## config.mk

```make
export PLATFORM = sky130hd
export DESIGN_NAME = buffer_fifo_segmentado_flat
export DESIGN_NICKNAME = d
export VERILOG_FILES = /design/src/rtl/buffer_fifo_segmentado_if.sv /design/src/rtl/buffer_fifo_segmentado.sv /design/src/flat_wrapper.sv
export SDC_FILE = /design/constraint.sdc
export NUM_CORES = 1
export LEC_CHECK = 0
export CAP_MARGIN = 40
export CORE_MARGIN = 5
export CORE_UTILIZATION = 50
export DETAILED_ROUTE_END_ITERATION = 8
export PLACE_DENSITY = 0.64
export SYNTH_ARGS = -nofsm -noshare
export SYNTH_HDL_FRONTEND = slang
export SYNTH_SLANG_ARGS = --single-unit
```

## constraint.sdc

```tcl
create_clock -name clk -period 10.71 [get_ports clk]
set_input_delay 2.6775 -clock clk [delete_from_list [all_inputs] [get_ports clk]]
set_output_delay 2.6775 -clock clk [all_outputs]
set_load 0.05 [all_outputs]
```

## src/rtl/buffer_fifo_segmentado_if.sv

```systemverilog
// buffer_fifo_segmentado_if: producer/consumer bus of the segmented FIFO
interface buffer_fifo_segmentado_if #(
  parameter int DATA_WIDTH = 8,
  parameter int SEG_DEPTH = 16,
  parameter int SEGMENTS = 4
);
  localparam int CW = $clog2(SEGMENTS) + 1;
  localparam int NW = $clog2(SEGMENTS * SEG_DEPTH + 1);
  logic push, pop, save_config, data_valid;
  logic buffer_full, buffer_empty, almost_full, no_config, reconfig_busy, overflow, underflow;
  logic [DATA_WIDTH-1:0] data_in, data_out;
  logic [CW-1:0] configuration;
  logic [NW-1:0] count;
  modport master (
    output push, pop, data_in, save_config, configuration,
    input data_out, data_valid, count, buffer_full, buffer_empty, almost_full,
    no_config, reconfig_busy, overflow, underflow
  );
  modport slave (
    input push, pop, data_in, save_config, configuration,
    output data_out, data_valid, count, buffer_full, buffer_empty, almost_full,
    no_config, reconfig_busy, overflow, underflow
  );
endinterface

```

## src/rtl/buffer_fifo_segmentado.sv

```systemverilog
// buffer_fifo_segmentado: run-time resizable circular FIFO with drain-before-reconfigure
module buffer_fifo_segmentado #(
  parameter int DATA_WIDTH = 8,
  parameter int SEG_DEPTH = 16,
  parameter int SEGMENTS = 4,
  parameter int ALMOST_MARGIN = 2
) (
  input logic clk,
  input logic reset,
  buffer_fifo_segmentado_if.slave bus
);
  localparam int CW = $clog2(SEGMENTS) + 1;
  localparam int NW = $clog2(SEGMENTS * SEG_DEPTH + 1);
  localparam int DEPTH = SEGMENTS * SEG_DEPTH;
  localparam int AW = $clog2(DEPTH);
  typedef enum logic [1:0] {E_ESPERA_CONFIG, E_ACTIVO, E_DRENAR} state_t;
  state_t state, state_n;
  logic [NW-1:0] capacity, cap_n, count, count_n;
  logic [AW-1:0] wr_ptr, wr_n, rd_ptr, rd_n;
  logic [CW-1:0] pending, pend_n, apply_cfg;
  logic [DATA_WIDTH-1:0] mem [DEPTH];
  logic cfg_ok, run, push_ok, pop_ok, do_apply;

  function automatic logic [AW-1:0] nxt(input logic [AW-1:0] p, input logic [NW-1:0] cap);
    return (NW'(p) == cap - NW'(1)) ? '0 : p + AW'(1);
  endfunction

  assign bus.count = count;
  assign bus.no_config = state == E_ESPERA_CONFIG;
  assign bus.reconfig_busy = state == E_DRENAR;

  // next state: transfer acceptance, pointer wrap, and reconfiguration (immediate or after draining)
  always_comb begin
    state_n = state;
    cap_n = capacity;
    pend_n = pending;
    wr_n = wr_ptr;
    rd_n = rd_ptr;
    cfg_ok = bus.save_config && bus.configuration <= CW'(SEGMENTS);
    run = state != E_ESPERA_CONFIG;
    pop_ok = run && bus.pop && count != '0;
    push_ok = state == E_ACTIVO && bus.push && (count < capacity || pop_ok);
    do_apply = 1'b0;
    apply_cfg = bus.configuration;
    if (push_ok) wr_n = nxt(wr_ptr, capacity);
    if (pop_ok) rd_n = nxt(rd_ptr, capacity);
    if (state == E_ESPERA_CONFIG) do_apply = cfg_ok && bus.configuration != '0;
    else if (state == E_ACTIVO && cfg_ok) begin
      do_apply = count == '0 && !bus.push;
      pend_n = bus.configuration;
      state_n = E_DRENAR;
    end else if (state == E_DRENAR) begin
      pend_n = cfg_ok ? bus.configuration : pending;
      apply_cfg = pend_n;
      do_apply = count == '0;
    end
    if (do_apply) begin
      state_n = apply_cfg == '0 ? E_ESPERA_CONFIG : E_ACTIVO;
      cap_n = NW'(apply_cfg) * NW'(SEG_DEPTH);
      wr_n = '0;
      rd_n = '0;
    end
    count_n = count + NW'(push_ok) - NW'(pop_ok);
  end

  // state, pointers, registered read port and flags computed from next-cycle occupancy
  always_ff @(posedge clk) begin
    if (!reset) begin
      state <= E_ESPERA_CONFIG;
      capacity <= '0;
      count <= '0;
      wr_ptr <= '0;
      rd_ptr <= '0;
      pending <= '0;
      bus.data_out <= '0;
      bus.data_valid <= 1'b0;
      bus.buffer_full <= 1'b0;
      bus.buffer_empty <= 1'b1;
      bus.almost_full <= 1'b0;
      bus.overflow <= 1'b0;
      bus.underflow <= 1'b0;
    end else begin
      state <= state_n;
      capacity <= cap_n;
      count <= count_n;
      wr_ptr <= wr_n;
      rd_ptr <= rd_n;
      pending <= pend_n;
      if (pop_ok) bus.data_out <= mem[rd_ptr];
      bus.data_valid <= pop_ok;
      bus.buffer_full <= cap_n != '0 && count_n == cap_n;
      bus.buffer_empty <= count_n == '0;
      bus.almost_full <= cap_n != '0 && 32'(cap_n - count_n) <= ALMOST_MARGIN;
      bus.overflow <= run && bus.push && !push_ok;
      bus.underflow <= run && bus.pop && !pop_ok;
    end
  end

  // storage array, left unreset
  always_ff @(posedge clk) if (reset && push_ok) mem[wr_ptr] <= bus.data_in;
endmodule

```

## src/flat_wrapper.sv

```systemverilog
// flat-port wrapper written by rule: the top's interface ports become plain ports
module buffer_fifo_segmentado_flat 
#(
  parameter int DATA_WIDTH = 8,
  parameter int SEG_DEPTH = 16,
  parameter int SEGMENTS = 4,
  parameter int ALMOST_MARGIN = 2
)
  (clk, reset, bus_push, bus_pop, bus_data_in, bus_save_config, bus_configuration, bus_data_out, bus_data_valid, bus_count, bus_buffer_full, bus_buffer_empty, bus_almost_full, bus_no_config, bus_reconfig_busy, bus_overflow, bus_underflow);
  buffer_fifo_segmentado_if #(.DATA_WIDTH(DATA_WIDTH), .SEG_DEPTH(SEG_DEPTH), .SEGMENTS(SEGMENTS)) bus_i ();
  input logic clk;
  input logic reset;
  input wire logic [$bits(bus_i.push)-1:0] bus_push;
  input wire logic [$bits(bus_i.pop)-1:0] bus_pop;
  input wire logic [$bits(bus_i.data_in)-1:0] bus_data_in;
  input wire logic [$bits(bus_i.save_config)-1:0] bus_save_config;
  input wire logic [$bits(bus_i.configuration)-1:0] bus_configuration;
  output wire logic [$bits(bus_i.data_out)-1:0] bus_data_out;
  output wire logic [$bits(bus_i.data_valid)-1:0] bus_data_valid;
  output wire logic [$bits(bus_i.count)-1:0] bus_count;
  output wire logic [$bits(bus_i.buffer_full)-1:0] bus_buffer_full;
  output wire logic [$bits(bus_i.buffer_empty)-1:0] bus_buffer_empty;
  output wire logic [$bits(bus_i.almost_full)-1:0] bus_almost_full;
  output wire logic [$bits(bus_i.no_config)-1:0] bus_no_config;
  output wire logic [$bits(bus_i.reconfig_busy)-1:0] bus_reconfig_busy;
  output wire logic [$bits(bus_i.overflow)-1:0] bus_overflow;
  output wire logic [$bits(bus_i.underflow)-1:0] bus_underflow;
  assign bus_i.push = bus_push;
  assign bus_i.pop = bus_pop;
  assign bus_i.data_in = bus_data_in;
  assign bus_i.save_config = bus_save_config;
  assign bus_i.configuration = bus_configuration;
  assign bus_data_out = bus_i.data_out;
  assign bus_data_valid = bus_i.data_valid;
  assign bus_count = bus_i.count;
  assign bus_buffer_full = bus_i.buffer_full;
  assign bus_buffer_empty = bus_i.buffer_empty;
  assign bus_almost_full = bus_i.almost_full;
  assign bus_no_config = bus_i.no_config;
  assign bus_reconfig_busy = bus_i.reconfig_busy;
  assign bus_overflow = bus_i.overflow;
  assign bus_underflow = bus_i.underflow;
  buffer_fifo_segmentado #(.DATA_WIDTH(DATA_WIDTH), .SEG_DEPTH(SEG_DEPTH), .SEGMENTS(SEGMENTS), .ALMOST_MARGIN(ALMOST_MARGIN)) u_core (.clk(clk), .reset(reset), .bus(bus_i));
endmodule
```

==> impl_results.md <==
* Synth area leaders: edfxtp_1, mux4_2, mux2i_1
* Slowest CP cell: or4_1
* PwrDens at 189 mW/mm2
* Main combinational cell family by area after synthesis: multiplexers
* Core Box Area at 0.0453 mm2
* Crit. End Element: register
* PortBufs at 38
* CTS tree: built
* Postcts setup bufs at 0
* Post-route setup slack at 4.22 ns
* Finished Layout Cells at 2057
* Dpl hpwl at around 32000 um
* XOR/XNOR Fraction of Synth Area at roughly 1.1%
* Chip height at roughly 220 um
* Worst Path Class, Setup: input pin to register
* Number of global-route vias before repair at between 10k and 15k
* RSZ-0062 raised after global routing: false
* Final Cycle Share at 60.6%
* Syn-to-layout area delta at 12.7%
* Fmax achieved at roughly 0.15 GHz
* Initial antenna violation count at 0
* Post-synthesis compound-gate area fraction at approximately 4.3%
* Sink Count at 557
* GP Congestion at between 0.8 and 0.9
* # IOs at 39
* Largest area contributor in the netlist: edfxtp_1
* Synth Area per Inst at 17.1 um2
* Final TNS setup at 0 ns
* Slew margin rel. at between 30% and 40%
* Post-synthesis mux area share at around 14%
* Fin. max-slew vios at 0
* Status: completed
* Root Driver: clkbuf_16
* Gr ovfl total at 0
* Critical Path Source Type: input pin
* Antenna Cells at 0
* Max FO, Critical Path at between 40 and 50
* First DRT Iteration DRCs at about 1.1k
* CTS clk-pin slew, worst paths at around 0.06 ns
* Final hold violations at 0
* Pin count of the biggest net entering global routing at 65
* Post-synth top area share at around two thirds
* Worst VDD drop at around 0.00014 V
* Post-synthesis sequential area ratio at between 70% and 80%
* First-pass GRT wire length at 77300 um
* All-Layer GR Usage at between 20% and 30%
* Leakage at 7.90 nW
* Starting Density at roughly 51%
* CTS Buf Count at 56
* Fillers at ~3.5k
* Post-layout net count at around 1.5k
* Crit-path cells: clkdlybuf4s50_1 > and2_1 > o211ai_4 > buf_4 > inv_1 > ha_1 > fa_1 > a21oi_1 > o21bai_1 > a21oi_1 > o21bai_1 > xnor2_1 > ha_1 > a2111oi_0 > a31oi_1 > or4_1 > nor3_1
* Pre-CTS setup slack at about 3.6 ns
* DR WL/cell at ~25 um
* Top_reg_cell synth: edfxtp_1
* H-Tree Level Count at 2
* Die width at ~220 um
* Post-Synth Adder-Cell Area at ~1.5%
* Crit path DAT at approximately 7 ns
* Overall Power at a little under 5 mW
* Max-cap violation count at 0
* Critical Path RT at ~11 ns
* Mapped cell area at about 0.023 mm2
* Core Rows at 78
* Synth cell types at about 60
* Hold_buf cts at 0
* Least-Margin Pin Slew at 1.00 ns
* Post-synthesis register bit count at around 560
* Post-synth EDFFs at 512
* Drt total wl at 51300 um
* Share of post-route cells with drive strength above 1 at between 10% and 20%
* Clock Skews at ~0.011 ns
* Min Clock Period, post-route at about 6.5 ns
* Worst reg-to-reg setup slack at roughly 5.8 ns
* Hold Crit Class: register to register
* Die area at between 0.05 and 0.06 mm2
* Crit-path leading delay family: compound AO/OA/AOI/OAI gates
* Antenna viol nets, final at 0
* TritonRoute pass-1 iters at 5
* CP peak stage delay at 0.52 ns
* CTS Buffer Depth at 3
* Post-CTS sizing at 0
* Routed via count at approximately 12k
* Ys Warns at 0
* Via density per instance at slightly below 6
* Setup violators final at 0
* DRC errors left at 0
* Mapped Cells at 1340
* Cells after DPL at 1957
* CP Buf/Inv Count at 3
* Simple-gate share of the synthesized area at around 5.3%
* Clock Latency Late Sink at approximately 0.6 ns
* Min Hold Slack at 0.491 ns
* Syn nets at 1383
* Ys async rst share at 0%
final timing paths:
path	startpoint	endpoint	depth (start not counted)
worst max-delay path	bus_pop	u_core.bus.almost_full	17
worst min-delay path	u_core.pending[0]	u_core.pending[0]	2
worst max register to register	u_core.bus.count[1]	u_core.bus.almost_full	18
worst min register to register	u_core.pending[0]	u_core.pending[0]	2
metrics by stage:
stage | instance area [um2] | util (%)
3_5_place_dp | 24000 | 53.1
5_1_grt | 25800 | 57.0
6_report | 25800 | 57.0
2_1_floorplan | 22900 | -
4_1_cts | 25800 | 57.0
3_3_place_gp | 23800 | 52.5
cells in the mapped netlist (6+ instances only):
master	count
mux2i_1	138
a21oi_1	31
a32oi_1	7
buf_2	28
o21ai_1	14
edfxtp_1	512
nand3_1	11
o22ai_1	40
clkbuf_1	19
ha_1	25
and2_1	7
xor2_1	10
nor3_1	51
inv_1	27
a211oi_1	12
nor2_1	80
buf_1	6
nand2b_1	6
or3_1	9
buf_6	13
o21ai_0	33
nand2_1	31
dfxtp_1	45
buf_4	11
nor2b_1	11
xnor2_1	20
mux4_2	80
cells in the final DEF (no fill, tap or decap), types with 12 or more instances in the layout:
cell type        instances
o22ai_1                 40
mux2i_1                138
edfxtp_1               512
o21ai_1                 14
dfxtp_1                 41
nand2_1                 31
nor3_1                  44
o21ai_0                 33
mux4_2                  80
clkbuf_16               58
buf_2                   14
a21oi_1                 31
nor2_1                  80
buf_4                   46
ha_1                    25
a211oi_1                12
xnor2_1                 20
inv_1                   27
clkdlybuf4s50_1         30
clkbuf_1                20
area by class of cell:
class,count,area (um2),share of cell area (%)
sequential,557,16300,63.2
multi-input combinational,677,6050,23.5
clock buffer,79,1540,5.97
timing repair buffer,96,837,3.25
tap,600,751,2.91
clock inverter,21,223,0.864
inverter,27,101,0.393
cells by family after synthesis:
| logic type | after synthesis |
|---|---|
| AO/OA/AOI/OAI | 158 |
| XOR/XNOR | 30 |
| adder cells (fa/ha/maj) | 27 |
| buffers and inverters | 106 |
| flip-flops | 557 |
| multiplexers | 219 |
| AND/OR/NAND/NOR | 243 |
flip-flops by register name, summed over array words and instances (netlist names), 2 cells and up:
register and cells:
u_core.mem 512, u_core.bus.data_out 8, u_core.bus.count 7, u_core.capacity 7
u_core.rd_ptr 6, u_core.wr_ptr 6, u_core.pending 3, u_core.state 2
power breakdown:
| part | switching, mW | leakage (nW) | total (mW) | internal, mW |
|---|---|---|---|---|
| sequential | 0.0218 | 4.97 | 2.41 | 2.39 |
| combinational | 0.343 | 2.08 | 0.560 | 0.218 |
| clock | 0.800 | 0.855 | 1.90 | 1.10 |
tightest hold or removal path, stage by stage (launching register included):
cell	delay, ns
dfxtp_1	0.32
nand2_1	0.06
a21oi_1	0.06
per-layer routing:
layer  up-vias  wire [um]  GRT usage [%]
met1      6142      22200           29.5
li1       5449          -              -
met4         0       1780           7.51
met3       107       2850           2.88
met2       377      24400           32.5
met5         -          0              0
No activity file was read; power rests on OpenSTA's default activity.
